<file path="config.mk">
export PLATFORM = sky130hd
export DESIGN_NAME = rule110_sequencer
export DESIGN_NICKNAME = d
export VERILOG_FILES = /design/src/rtl/rule110_sequencer.sv
export SDC_FILE = /design/constraint.sdc
export NUM_CORES = 1
export LEC_CHECK = 0
export ABC_AREA = 1
export CAP_MARGIN = 20
export CORE_MARGIN = 5
export CORE_UTILIZATION = 39
export DETAILED_ROUTE_END_ITERATION = 10
export MAX_ROUTING_LAYER = met4
export PLACE_DENSITY = 0.77
export SLEW_MARGIN = 15
export SYNTH_ARGS = -nofsm -noshare
export SYNTH_HDL_FRONTEND = slang
export SYNTH_SLANG_ARGS = --single-unit
</file>
<file path="constraint.sdc">
create_clock -name i_clk -period 1.7 [get_ports i_clk]
set_input_delay 0.51 -clock i_clk [delete_from_list [all_inputs] [get_ports i_clk]]
set_output_delay 0.51 -clock i_clk [all_outputs]
set_load 0.01 [all_outputs]
</file>
<file path="src/rtl/rule110_sequencer.sv">
// ---------------------------------------------------------------------------
// rule110_sequencer
// Host-side sequencer for an attached Rule 110 cell array built from 8-cell
// blocks. The sequencer does three things: it loads the array one byte per
// block, advances it a given number of generations, and reads it back one
// byte per block.
//
// Ports
//   i_clk, i_reset                  clock, asynchronous active-high reset
//   i_cmd_valid / o_cmd_ready       command handshake (ready only when idle)
//   i_cmd_op[1:0], i_cmd_arg[15:0]  00 LOAD, 01 RUN (arg = generations),
//                                   10 DUMP, 11 reserved (accepted, no-op)
//   i_wr_valid/o_wr_ready/i_wr_data load byte stream, one block per byte
//   o_rd_valid/i_rd_ready/o_rd_data dump byte stream, one block per byte
//   o_core_we_n, o_core_halt_n      array write enable / run (both active low
//                                   sense: we_n=0 writes, halt_n=0 freezes)
//   o_core_addr, o_core_wdata       block address and write data to array
//   i_core_rdata                    next-generation block data from array
//   o_busy                          high whenever not idle
//   o_gen_count                     generations run since last full LOAD
//
// States
//   S_IDLE | waiting for a command, array frozen
//   S_LOAD | accepting bytes into blocks 0..NUM_BLOCKS-1
//   S_RUN  | array free-running, one generation per cycle
//   S_DUMP | presenting blocks 0..NUM_BLOCKS-1, array frozen
// ---------------------------------------------------------------------------
module rule110_sequencer #(
    parameter int NUM_BLOCKS = 29,
    parameter int ADDR_BITS  = 6
) (
    input  logic                 i_clk,
    input  logic                 i_reset,
    input  logic                 i_cmd_valid,
    output logic                 o_cmd_ready,
    input  logic [1:0]           i_cmd_op,
    input  logic [15:0]          i_cmd_arg,
    input  logic                 i_wr_valid,
    output logic                 o_wr_ready,
    input  logic [7:0]           i_wr_data,
    output logic                 o_rd_valid,
    input  logic                 i_rd_ready,
    output logic [7:0]           o_rd_data,
    output logic                 o_core_we_n,
    output logic                 o_core_halt_n,
    output logic [ADDR_BITS-1:0] o_core_addr,
    output logic [7:0]           o_core_wdata,
    input  logic [7:0]           i_core_rdata,
    output logic                 o_busy,
    output logic [15:0]          o_gen_count
);

    localparam logic [1:0] OP_LOAD = 2'b00;
    localparam logic [1:0] OP_RUN  = 2'b01;
    localparam logic [1:0] OP_DUMP = 2'b10;

    localparam logic [ADDR_BITS-1:0] LAST_BLK = ADDR_BITS'(NUM_BLOCKS - 1);

    typedef enum logic [1:0] {S_IDLE, S_LOAD, S_RUN, S_DUMP} state_t;

    state_t               r_state;
    state_t               w_next_state;
    logic [ADDR_BITS-1:0] r_blk;
    logic [15:0]          r_steps;
    logic [15:0]          r_gen;

    logic w_cmd_fire;
    logic w_wr_fire;
    logic w_rd_fire;
    logic w_last_blk;

    assign w_cmd_fire = i_cmd_valid && (r_state == S_IDLE);
    assign w_wr_fire  = i_wr_valid  && (r_state == S_LOAD);
    assign w_rd_fire  = i_rd_ready  && (r_state == S_DUMP);
    assign w_last_blk = (r_blk == LAST_BLK);

    // State register
    always_ff @(posedge i_clk or posedge i_reset) begin
        if (i_reset) begin
            r_state <= S_IDLE;
        end else begin
            r_state <= w_next_state;
        end
    end

    // Next-state logic
    always_comb begin
        w_next_state = r_state;
        case (r_state)
            S_IDLE: begin
                if (w_cmd_fire) begin
                    case (i_cmd_op)
                        OP_LOAD: w_next_state = S_LOAD;
                        OP_DUMP: w_next_state = S_DUMP;
                        // RUN 0 and the reserved op are consumed without leaving idle
                        OP_RUN:  w_next_state = (i_cmd_arg != 16'd0) ? S_RUN : S_IDLE;
                        default: w_next_state = S_IDLE;
                    endcase
                end
            end
            S_LOAD:  if (w_wr_fire && w_last_blk) w_next_state = S_IDLE;
            // r_steps is never 0 in RUN; <= keeps a corrupted count from running away
            S_RUN:   if (r_steps <= 16'd1)        w_next_state = S_IDLE;
            S_DUMP:  if (w_rd_fire && w_last_blk) w_next_state = S_IDLE;
            default: w_next_state = S_IDLE;
        endcase
    end

    // Block pointer, remaining-step counter, generation counter
    always_ff @(posedge i_clk or posedge i_reset) begin
        if (i_reset) begin
            r_blk   <= '0;
            r_steps <= 16'd0;
            r_gen   <= 16'd0;
        end else begin
            case (r_state)
                S_IDLE: begin
                    if (w_cmd_fire) begin
                        r_blk <= '0;
                        if (i_cmd_op == OP_RUN) r_steps <= i_cmd_arg;
                    end
                end
                S_LOAD: begin
                    if (w_wr_fire) begin
                        r_blk <= w_last_blk ? '0 : r_blk + 1'b1;
                        if (w_last_blk) r_gen <= 16'd0;
                    end
                end
                S_RUN: begin
                    r_steps <= r_steps - 16'd1;
                    if (r_gen != 16'hFFFF) r_gen <= r_gen + 16'd1;
                end
                S_DUMP: begin
                    if (w_rd_fire) r_blk <= w_last_blk ? '0 : r_blk + 1'b1;
                end
                default: ;
            endcase
        end
    end

    // Outputs; the array is only ever written in LOAD and only runs in RUN,
    // so write and run can never be active together.
    always_comb begin
        o_cmd_ready   = 1'b0;
        o_wr_ready    = 1'b0;
        o_rd_valid    = 1'b0;
        o_rd_data     = 8'h00;
        o_core_we_n   = 1'b1;
        o_core_halt_n = 1'b0;
        o_core_addr   = '0;
        o_core_wdata  = 8'h00;
        case (r_state)
            S_IDLE: o_cmd_ready = 1'b1;
            S_LOAD: begin
                o_wr_ready   = 1'b1;
                o_core_we_n  = !i_wr_valid;
                o_core_addr  = r_blk;
                o_core_wdata = i_wr_data;
            end
            S_RUN:  o_core_halt_n = 1'b1;
            S_DUMP: begin
                o_rd_valid  = 1'b1;
                o_rd_data   = i_core_rdata;
                o_core_addr = r_blk;
            end
            default: ;
        endcase
    end

    assign o_busy      = (r_state != S_IDLE);
    assign o_gen_count = r_gen;

endmodule

</file>
Word-level counts from Yosys, hierarchy flattened. Cells that the tools add are included.

Bits of input ports: 39. Register bits after elaboration: 40. Logic and storage cells: 69. Output and inout port bits: 44.

$add $sub $neg: 3. Magnitude comparators: 1. Mux-type cells: 27. Reduce and logical (&&, ||, !) cells: 18. Equality and inequality tests: 16.

Operators by type and width (number): two-way mux 16 bit (5); one-hot mux 16 bit (2 select lines) (2); two-way mux 6 bit (5); one-hot mux 6 bit (3 select lines) (1); adder 16 x 1 -> 16 bit, second input constant (1); <= comparator 16 x 1 -> 1 bit, second input constant (1); two-way mux 8 bit (2); inequality test 16 bit, second input constant (1); nonzero test 16 bit (1); subtractor 16 x 1 -> 16 bit, second input constant (1); inequality test 2 bit, second input constant (6); AND reduction 4 bit (3); two-way mux 2 bit (5); one-hot mux 2 bit (4 select lines) (1); adder 6 x 1 -> 6 bit, second input constant (1); equality test 2 bit, second input constant (3); equality test 6 x 5 -> 1 bit, second input constant (1); inequality test 2 x 1 -> 1 bit, second input constant (3); one-hot mux 2 bit (3 select lines) (1); nonzero test 2 bit (3); logical AND 1 bit (5); two-way mux 1 bit (5); equality test 2 x 1 -> 1 bit, second input constant (2); logical NOT 2 bit (2); 4 further kinds (4).

Logic depth before layout (Yosys ltp).
Depth after elaboration: 5. Gate-level depth with buffers: 10. Mapped depth without buffers: 10.

Worst setup path before layout. No wires, ideal clock.

Path kind: register to register. Start: register r_gen[1], in the netlist o_gen_count[1]. End: register r_gen[12], in the netlist o_gen_count[12]. Setup time: 76 ps. Stages on the path, launching flop included: 11. Path buffers: 1. Arrival: 1467 ps. Period minus slack after synthesis: 1543 ps. Path slack: 157 ps. Data required time: 1624 ps. Cell sequence: dfrtp_1 ha_1 nand2_1 nor2_2 nand2_1 nor2_1 nor2_1 nor2_4 buf_6 nand2_1 o21ai_1.

Longest elaborated chain between the ends: 3. Elaborated cells on any way between the ends: 6. Classes of those cells: 1 x add/sub; 2 x eq/ne; 2 x mux; 1 x reduce/logical.

Ends and longest elaborated chain: start, declared (line 65) `logic [15:0] r_gen;`; start signal, assigned (line 131) `if (r_gen != 16'hFFFF) r_gen <= r_gen + 16'd1;`; adder 16 x 1 -> 16 bit or inequality test 16 bit (tied branches) (line 131); two-way mux 16 bit or inequality test 2 bit (tied branches); one-hot mux 16 bit (2 select lines) or AND reduction 4 bit (tied branches).

Parallel ways exist; a longest one is shown, timed or not. The select of a mux whose other input is x is not followed. A chain may end at the register's enable or synchronous reset.

Worst setup path after layout.
Start: register r_state[0]. End: output o_busy.

Longest elaborated chain between the ends: 1.

Ends and longest elaborated chain: start, declared (line 61) `state_t r_state;`; start signal, assigned (line 82) `r_state <= w_next_state;`; nonzero test 2 bit (line 170) `assign o_busy = (r_state != S_IDLE);`; end, declared (line 49) `output logic o_busy,`.

Every way passes these cells.

==> out/summary.txt <==
Final Max Slew Viols = 0
Hold Vio Cnt, Final = 0
most used cell, CP = buf_4
Final Power = 6.350 mW
top_reg_cell synth = dfrtp_1
placed cells = 654
clock share of power = 10.7%
Pre-Repair DR Iteration Count = 5
Fmax = 548.5 MHz
Tmin final = 1823 ps
placed cell area = 0.004026 sq mm
Net Switching = 2.829 mW
Syn. warnings = 0
post-synthesis sequential area ratio = 34.81%
DRC = 0
Power per Cell Area = 1404 mW/mm^2
relative slew slack = 79.64%
CTS buffer count = 5
commonest non-fill, non-tap cell in the layout = nand2_1
Max-cap violations = 0
Reg power frac = 26.0%
most frequent cells in the layout = 103 x nand2_1, 62 x nor2_1, 58 x inv_1
Fillers = 663
Logic pwr share = 63.3%
flops & latches, synth = 40
IO Port Bufs = 82
Rows = 31
remaining global-route overflow = 0
Hold Crit Depth = 2
Setup crit start kind = flip-flop
clk_skew = 8.864 ps
WHS Endpoint = r_steps[11]
Non-Filler Instances = 692
top cells by area, synth = dfrtp_1 35%, nand2_1 15%, nor2_1 9.9%, inv_1 8.7%, nand3_1 7.5%
core region area = 0.007214 sq mm
Reg2Reg Setup Slack = 60 ps
Chip Width = 95.87 microns
leakage = 2.322 nW
CTS tree = built
Crit Reg-Reg Endpoint = r_state[1]
die area = 0.009190 sq mm
Tightest Hold Check Type = flip-flop to flip-flop
synthesized area = 0.002875 sq mm
Internal = 3.520 mW
Crit-path slowest cell = dfrtp_2
CP delay by family, top = buffers and inverters
wirelength, routed = 8884 microns
post-route cell area = 0.004523 sq mm
first-pass GRT wire length = 14230 microns
status = complete, but fails checks
vias in the first global route = 3334
CP Capture Type = output pin
kind of critical path = flip-flop to output pin
Layout Area Growth over Synthesis = 57.31%
Initial DRC Count = 205
Data arrival, critical path = 1310 ps
RR Startpoint = r_state[0]
setup violators final = 27
ys async rst share = 100.0%
clk sinks = 40
area of all sequential standard cells = 0.001006 sq mm
DR vias/cell = 4.983
Synth Net Count = 493
worst slew pin tran = 304.3 ps
Worst Reg-to-Reg Cells = 9
cell taking the most area after synthesis = dfrtp_1
worst hold path startpoint = r_steps[11]
initial antenna violation count = 0
worst-path fanout max = 4
Critical path buffers and inverters = 4
Total Routing Usage GR = 19.81%
H-tree depth = 2
area of the multi-input gates = 0.001724 sq mm
Detailed Place HPWL = 6142 microns
wire length per cell = 12.84 microns
Die Y-Extent = 95.87 microns
final net count = 636
VDD IR max = 1.148 mV
gpl congestion = 0.8811
clock buffer depth = 2
clk root buf = clkbuf_8
EDFF count, synth = 0
pin count of the biggest net entering global routing = 41
ant diodes = 0
synth unique cells = 29
violated checks = setup timing
layout cells sized above 1 = 26.64%
via count = 3448
final antenna-violating net count = 0
Synth top area share = 34.81%
post-synthesis average cell area = 6.404 sq um
io pins = 83
RSZ-0062 raised after global routing = yes
fin crit share = 107.2%
Crit path largest cell delay = 450 ps
Gate Count Post-Synth = 449
crit path cell chain = buf_4 -> buf_4 -> nor2_4 -> inv_2 -> buf_6
sw frac = 44.56%
Reg clk slew, reported paths = 80 ps
Final WS setup = -123.0 ps
CP required = 1190 ps
worst-skew pair later-pin latency = 290 ps
initial core utilization = 39.85%
==> sequential cells by signal, summed over array words and instances, names as in the netlist <==
register,flops
r_blk,6
o_gen_count,16
r_steps,16
r_state,2
==> worst min-delay path, cell delays in order (launching register included) <==
cell and delay, ps:
dfrtp_1 380, nand3_1 80, nand3_1 60
==> stage by stage <==
step	hold slack, ps	setup TNS (ps)	setup slack [ps]	util (%)
after floorplan	493.1	0	156.8	-
after global placement	523.3	-10820	-461.7	55.81
after detailed placement	526.2	-11420	-477.4	55.81
after CTS	555.0	-1113	-73.30	58.86
after global routing	582.9	-3984	-189.5	62.70
final	552.9	-1703	-123.0	62.70
==> timing repair <==
action	in CTS	in global routing
pin swaps	8	8
buffers inserted	23	6
hold buffers	0	0
hold endpoints to repair	0	0
gates resized for setup	165	65
endpoints found under the setup margin	46	65
cloned	1	1
==> routing by layer <==
metal  wire (microns)  vias up  GRT usage [%]
met4              137        0          6.991
met3              662       16          3.362
met1             3618     1576          23.71
met2             4466      144          33.58
li1                 -     1712              -
met5                0        -              -
==> logic make-up after synthesis <==
| kind of cell | share of synthesized area, % |
|---|---|
| AO/OA/AOI/OAI | 9.139 |
| buffers and inverters | 10.49 |
| flip-flops | 34.81 |
| XOR/XNOR | 2.742 |
| AND/OR/NAND/NOR | 40.64 |
| adder cells (fa/ha/maj) | 2.176 |
==> cell usage after synthesis (2+ instances only) <==
cell type / instances
clkbuf_1: 2
nand4_1: 15
dfrtp_1: 40
nand2_1: 116
o21bai_1: 2
nor2_4: 2
nand3b_1: 2
nor3_1: 8
inv_1: 67
ha_1: 5
a21oi_1: 8
buf_2: 4
xor2_1: 9
o211ai_1: 4
nand3_1: 43
o21ai_0: 20
or2_2: 3
o21ai_1: 8
inv_2: 3
nor2_1: 76
nor2_2: 4
==> power by group through the flow <==
stage / Sequential [mW] / Combinational [mW] / Clock [mW]
final: 1.65 / 4.02 / 0.678
after global routing: 1.70 / 4.44 / 0.746
after CTS: 1.64 / 3.46 / 0.696
after detailed placement: 1.72 / 3.03 / 0
after global placement: 1.71 / 2.96 / 0
after floorplan: 1.67 / 1.72 / 0
==> final cells by class <==
cell class	count	area share, %
multi-input combinational	332	38.12
timing repair buffer	143	28.85
sequential	40	22.24
inverter	70	5.975
tap	99	2.739
clock buffer	7	1.909
clock inverter	1	0.1660
==> worst max path at each step <==
stage                     slack (ps)  depth (start not counted)         endpoint            from
final                           -120                          5           o_busy      r_state[0]
after global routing            -190                          5           o_busy      r_state[0]
after CTS                        -70                          6    o_core_halt_n      r_state[0]
after global placement          -460                          4  o_core_wdata[5]    i_wr_data[5]
after floorplan                  160                         10  o_gen_count[12]  o_gen_count[1]
after detailed placement        -480                          4  o_core_wdata[6]    i_wr_data[6]
Note: power is estimated with default switching activity, not from simulation.
